<file path="src/rtl/r_type_issue_wb.sv">
// r_type_issue_wb: issue/writeback sequencer for RV32I R-type instructions.
// It owns the integer register file. It reads rs1/rs2 and presents the latched
// instruction and operands to an external combinational execution unit. It then
// captures that unit's result and writes it back to rd.
// Every transaction follows IDLE -> READ -> EXEC -> WB, so one instruction
// completes every four cycles. An illegal encoding returns to IDLE straight
// from READ.
module r_type_issue_wb #(
    parameter int unsigned XLEN  = 32,
    parameter int unsigned NREGS = 32
) (
    input  logic            clk,
    input  logic            reset,
    input  logic            instr_valid,
    input  logic [31:0]     instr,
    output logic            instr_ready,
    output logic [31:0]     alu_instr,
    output logic [XLEN-1:0] alu_in1,
    output logic [XLEN-1:0] alu_in2,
    input  logic [XLEN-1:0] alu_out,
    output logic            wb_valid,
    output logic [4:0]      wb_rd,
    output logic [XLEN-1:0] wb_data,
    output logic            illegal,
    input  logic [4:0]      dbg_addr,
    output logic [XLEN-1:0] dbg_data
);

    localparam logic [6:0] OpcodeOp  = 7'b0110011;
    localparam logic [6:0] Funct7Std = 7'b0000000;
    localparam logic [6:0] Funct7Alt = 7'b0100000;

    typedef enum logic [1:0] {
        StIdle,
        StRead,
        StExec,
        StWb
    } state_e;

    state_e          state_q;
    logic [31:0]     instr_q;
    logic [XLEN-1:0] alu_in1_q;
    logic [XLEN-1:0] alu_in2_q;
    logic            wb_valid_q;
    logic [4:0]      wb_rd_q;
    logic [XLEN-1:0] wb_data_q;
    logic            illegal_q;

    // x0 is never written, so regs_q[0] stays at its reset value of zero.
    logic [XLEN-1:0] regs_q [NREGS];

    // Field extraction from the latched instruction.
    logic [6:0] opcode;
    logic [2:0] funct3;
    logic [6:0] funct7;
    logic [4:0] rs1;
    logic [4:0] rs2;
    logic [4:0] rd;

    assign opcode = instr_q[6:0];
    assign rd     = instr_q[11:7];
    assign funct3 = instr_q[14:12];
    assign rs1    = instr_q[19:15];
    assign rs2    = instr_q[24:20];
    assign funct7 = instr_q[31:25];

    logic            is_legal;
    logic [XLEN-1:0] rs1_val;
    logic [XLEN-1:0] rs2_val;

    // R-type legality: funct7 = 0100000 is only defined for sub and sra.
    always_comb begin
        is_legal = 1'b0;
        if (opcode == OpcodeOp) begin
            if (funct7 == Funct7Std) begin
                is_legal = 1'b1;
            end else if (funct7 == Funct7Alt) begin
                is_legal = (funct3 == 3'b000) || (funct3 == 3'b101);
            end
        end
    end

    // Operand reads; x0 always reads as zero.
    always_comb begin
        rs1_val = (rs1 == 5'd0) ? '0 : regs_q[rs1];
        rs2_val = (rs2 == 5'd0) ? '0 : regs_q[rs2];
    end

    // Sequencer FSM with registered outputs; reset aborts any transaction in flight.
    always_ff @(posedge clk) begin
        if (reset) begin
            state_q    <= StIdle;
            instr_q    <= '0;
            alu_in1_q  <= '0;
            alu_in2_q  <= '0;
            wb_valid_q <= 1'b0;
            wb_rd_q    <= '0;
            wb_data_q  <= '0;
            illegal_q  <= 1'b0;
        end else begin
            wb_valid_q <= 1'b0;
            illegal_q  <= 1'b0;
            unique case (state_q)
                StIdle: begin
                    if (instr_valid) begin
                        instr_q <= instr;
                        state_q <= StRead;
                    end
                end
                StRead: begin
                    if (is_legal) begin
                        alu_in1_q <= rs1_val;
                        alu_in2_q <= rs2_val;
                        state_q   <= StExec;
                    end else begin
                        illegal_q <= 1'b1;
                        state_q   <= StIdle;
                    end
                end
                StExec: begin
                    // wb_data_q doubles as the result register; it holds after WB.
                    wb_data_q  <= alu_out;
                    wb_rd_q    <= rd;
                    wb_valid_q <= 1'b1;
                    state_q    <= StWb;
                end
                StWb: begin
                    state_q <= StIdle;
                end
                default: begin
                    state_q <= StIdle;
                end
            endcase
        end
    end

    // Register file write at the end of WB; a result aimed at x0 is dropped.
    always_ff @(posedge clk) begin
        if (reset) begin
            for (int unsigned i = 0; i < NREGS; i++) begin
                regs_q[i] <= '0;
            end
        end else if (state_q == StWb && wb_rd_q != 5'd0) begin
            regs_q[wb_rd_q] <= wb_data_q;
        end
    end

    assign instr_ready = (state_q == StIdle);
    assign alu_instr   = instr_q;
    assign alu_in1     = alu_in1_q;
    assign alu_in2     = alu_in2_q;
    assign wb_valid    = wb_valid_q;
    assign wb_rd       = wb_rd_q;
    assign wb_data     = wb_data_q;
    assign illegal     = illegal_q;
    assign dbg_data    = (dbg_addr == 5'd0) ? '0 : regs_q[dbg_addr];

endmodule

</file>
<file path="config.mk">
export PLATFORM = sky130hd
export DESIGN_NAME = r_type_issue_wb
export DESIGN_NICKNAME = d
export VERILOG_FILES = /design/src/rtl/r_type_issue_wb.sv
export SDC_FILE = /design/constraint.sdc
export NUM_CORES = 2
export LEC_CHECK = 0
export CORE_MARGIN = 1
export CORE_UTILIZATION = 53
export CTS_CLUSTER_SIZE = 40
export DETAILED_ROUTE_END_ITERATION = 12
export GPL_ROUTABILITY_DRIVEN = 0
export PLACE_DENSITY_LB_ADDON = 0.05
export SKIP_LAST_GASP = 1
export SLEW_MARGIN = 20
export SYNTH_ARGS = -nofsm -noshare
export SYNTH_HDL_FRONTEND = slang
export SYNTH_SLANG_ARGS = --single-unit
</file>
<file path="constraint.sdc">
create_clock -name clk -period 3.37 [get_ports clk]
set_clock_uncertainty 0.1 [all_clocks]
set_input_delay 0.674 -clock clk [delete_from_list [all_inputs] [get_ports clk]]
set_output_delay 0.674 -clock clk [all_outputs]
set_load 0.1 [all_outputs]
</file>
# Word-level counts from Yosys, hierarchy flattened
# Memories as Yosys holds them, arrays and structs flattened. A register that Yosys moved wholly into a read port is not among the register bits.
# Index checks and enable logic that the tools add are counted.
# classes
n_eq_ne	7
n_mux	23
n_bitwise	1
reduce_logical	13
# op_table
op	n
$mux W32	4
$reduce_or A32 Y1	1
$mux W5	5
$logic_not A5 Y1	3
$eq A7 B6 Y1 const B	2
$mux W1	11
$pmux W2 S4	1
$logic_not A7 Y1	1
$reduce_bool A5 Y1	1
$eq A2 B2 Y1 const B	2
$mux W2	2
$reduce_and A2 Y1	2
$eq A3 B3 Y1 const B	1
$logic_not A3 Y1	1
$eq A2 B1 Y1 const B	1
$logic_not A2 Y1	1
$ne A2 B2 Y1 const B	1
$reduce_or A2 Y1	1
$logic_and A1 B1 Y1	1
$logic_or A1 B1 Y1	1
$not A1 Y1	1
# word_totals
ff_bits	137
ramBits	1024
input_bits	72
out_inout_bits	168
word_cells	53
n_memories	1
# memory_table
memory	depth	width	rd	rd_ports_with_merged_regs	wr	line_no	rtl
regs_q	32	32	3	2	32	50	logic [XLEN-1:0] regs_q [NREGS];

# Longest topological paths before layout
# depth
ltp_word	7
mapped_depth	9
ltp_nobuf	5

# Least setup slack after synthesis
# Ideal clock, no wire load.
# synth_timing
path_type	input-to-output
start	input dbg_addr[1]
end	output dbg_data[15]
arrival_time_ns	3.237
required_time_ns	2.596
setup_slack_ns	-0.641
stages	7
path_cell_list	buf_2 -> clkbuf_1 -> buf_1 -> mux4_2 -> mux4_2 -> inv_1 -> o21ai_1
# synth_between
elab_chain_cells	2
# synth_rtl
element	line_no	rtl
start: declaration	25	input logic [4:0] dbg_addr,
$mem_v2 Z32 W32 or $logic_not A5 Y1 (tied branches)	n/a	
$mux W32 (*)	156	assign dbg_data = (dbg_addr == 5'd0) ? '0 : regs_q[dbg_addr];
end: declaration	26	output logic [XLEN-1:0] dbg_data
# Every way passes the cells marked *; elsewhere a longest branch is shown, timed or not.

# Worst setup path in the final report
# layout_timing
start	input dbg_addr[0]
end	output dbg_data[18]
# Same word-level chain as after synthesis.

==> flow_summary.ini <==
[worst_setup_path]
reg2reg_depth = 7
worstPathMaxFanout = 8
worst-r2r-setup-slack_ns = 0.48
timing.critical_path.slowest_cell_delay_ns = 0.49
crit_path_start_kind = input port
critical-path-slowest-cell = mux4_2
r2r-end = regs_q[14][18]
timing.critical_path.cells = buf_16, buf_16, buf_12, mux4_2, mux4_2, nand2_2, o21ai_4, buf_12
crit_arrival_ns = 2.73
timing.critical_path.required_ns = 2.60
worst-setup-path-type = in2out
worst_setup_path_startpoint = dbg_addr[0]
setup.worst_path.end_class = output pin

[min_path]
worstHoldStart = reset
worstHoldPathType = in2reg
min_delay_worst_endpoint = illegal
hold_path_depth = 3

[cts]
ctsHtreeMaxLevel = 4
cts_tree = built
cts_sinks = 1171
clockRootBuffer = clkbuf_16
cts.reportedPaths.clkPinSlew_ns = 0.06
cts_buffers = 135
cts_buffer_depth = 3
latest_clock_arrival_within_the_worst_skew_pair_ns = 0.80

[grt]
antenna_found_initial = 30
grt_pass1_wl_um = 400000
track_usage = 0.453
maximum_number_of_pins_on_one_net_before_global_route_repair = 112
grt_overflow = 0
grt_pass1_vias = 49200

[sta]
fin_setup_tns_ns = -1.99
timing.max_slew.rel_slack = 0.135
slew_violations = 0
maxClockFrequency_mhz = 285
finalHoldViolations = 0
post-route-worst-setup-slack_ns = -0.136
timing.final.crit_share = 1.04
worst_hold_margin_ns = 0.168
measured_slew_at_the_worst_slew_check_pin_ns = 1.30
rsz0062_at_grt = yes
report.final.setup_viol = 31
min_period_ns = 3.51

[layout]
filler_cell_count = 9301
layout.nets = 5185
final_core_util = 0.634
syn_to_final_growth_pct = 18.3
drive_above_1_share = 0.320

[synth]
syn_inst = 4788
ys_types = 53
synth_area_um2 = 67500
synth_area_leader_cell = edfxtp_1
synth-seq-cells = 1171
yosys_warnings = 0
post_synth_main_area_contributors = edfxtp_1 46%, mux4_2 23%, and2_1 9.2%
ys_seq_area_frac = 0.499
syn-mean-instance-area_um2 = 14.1
synth_top_area_share = 0.455

[pwr]
total_leakage_power_nw = 27.8
power_density_nw_per_um2 = 470
vdd.ir_drop.worst_mv = 0.537
power_mw = 37.5

[route]
drt_drc_violations_left = 0
detailroute.via_count = 51900
avg_wl_per_cell_um = 42.5
detail_route.first_pass.iterations = 8
totalWireLength_um = 293000
avgViaCountPerCell = 7.51
postRouteAntennaNets = 0
drt-initial-drc-count = 9750

[die]
placement_rows = 130
floorplan.die.width_um = 359
ios = 240
die_height_um = 359
starting_density_of_the_core = 0.536
core-area_um2 = 126000
die_area_um2 = 129000

[placed_design]
detailed_place_hpwl_um = 181000
place_ws_ns = -0.214
place.port_buffers = 239

[flow_run]
drv.max_cap_violation_count = 0

[outcome]
status = finished with violations
violations = negative setup slack
-- cell usage after synthesis, drive strengths merged --
library cell,number
inv,60
o21a,16
or4,1
nand2,211
edfxtp,1024
nor2b,38
a21bo,1
nand2b,7
nor3,4
a2111oi,23
and4,1
conb,1
a211oi,1
nor3b,2
or3,2
a221oi,88
o22ai,6
o41ai,1
a31oi,1
mux2i,263
a311oi,23
a32oi,1
nor2,101
or3b,1
a22o,47
or2,34
o31ai,1
xor2,1
a21oi,102
nor4b,2
o211ai,26
a21o,2
and4bb,1
clkbuf,364
mux4,704
nand3,14
o21ai,119
nand3b,30
a221o,94
and2,998
a22oi,40
nand4,25
nor4,1
buf,159
dfxtp,147
-- logic make-up after synthesis --
family	Yosys count	share of synthesized area
multiplexers	967	0.274
XOR/XNOR	1	0.000130
buffers and inverters	583	0.0370
other	1	0.0000555
AND/OR/NAND/NOR	1473	0.126
AO/OA/AOI/OAI	592	0.0644
flip-flops	1171	0.499
-- flip-flops by register name, summed over array words and instances, names as in the netlist, named ones only --
name	flops
wb_rd	5
wb_valid	1
regs_q	1024
alu_in2	32
alu_in1	32
wb_data	32
illegal	1
state_q	1
alu_instr	32
-- power by group --
group,total [mW],switching (mW),internal [mW]
combinational,5.83,3.41,2.42
sequential,16.7,0.504,16.2
clock,15.0,6.34,8.65
total,37.5,10.3,27.3
-- worst max-delay path, delay by kind of cell --
kind	cells	cell delay [ns]
buf+inv	4	0.76
mux	2	0.98
simple gates	1	0.10
compound gates	1	0.16
-- layout by cell type (no fill, tap or decap), types with 88 or more instances in the layout --
cell       synthesis  final
a21oi_1          102    101
a221o_1           94     94
a221oi_1          88     88
and2_1           998    994
buf_12             0    128
buf_4             39    456
clkbuf_16          0    144
dfxtp_1          147    139
edfxtp_1        1024   1024
mux2i_1          263    263
mux4_2           704    704
nand2_1          211    208
-- layer usage --
layer	track usage	vias up	routed length, um
met5	0	-	99
met4	0.309	12	23800
met3	0.170	1281	46900
met2	0.646	5244	125000
met1	0.575	26000	97500
li1	-	19400	-
-- per-stage QoR --
stage	cell area (um^2)	cells
floorplan	67900	4819
global placement	74500	6562
detailed placement	74500	6562
CTS	79500	6851
global route	79800	6877
finish	79900	6910
-- layout make-up --
class / count / area, um^2 / area share
diodes: 37 / 92.6 / 0.00116
clock inverters: 66 / 647 / 0.00809
well taps: 1650 / 2060 / 0.0258
multi-input cells: 3065 / 32200 / 0.403
inverters: 60 / 225 / 0.00282
clock buffers: 181 / 3770 / 0.0472
flip-flops and latches: 1171 / 33700 / 0.422
repair buffers: 680 / 7210 / 0.0902
-- worst max-delay path by stage --
stage / endpoint / slack [ns] / depth (start not counted)
after global routing: dbg_data[18] / -0.14 / 5
after global placement: dbg_data[11] / -0.17 / 7
after floorplan: dbg_data[21] / -0.11 / 7
final: dbg_data[18] / -0.14 / 8
after CTS: dbg_data[11] / -0.12 / 5
after detailed placement: dbg_data[0] / -0.21 / 7
-- timing repair --
action / CTS / global route
setup endpoints to repair: 32 / 32
hold endpoints to repair: 0 / 0
resized for setup: 36 / 27
hold buffers: 0 / 0
gates cloned: 4 / 3
setup buffers: 38 / 19
pin swaps: 1 / 1
(Power assumes the default switching activity.)
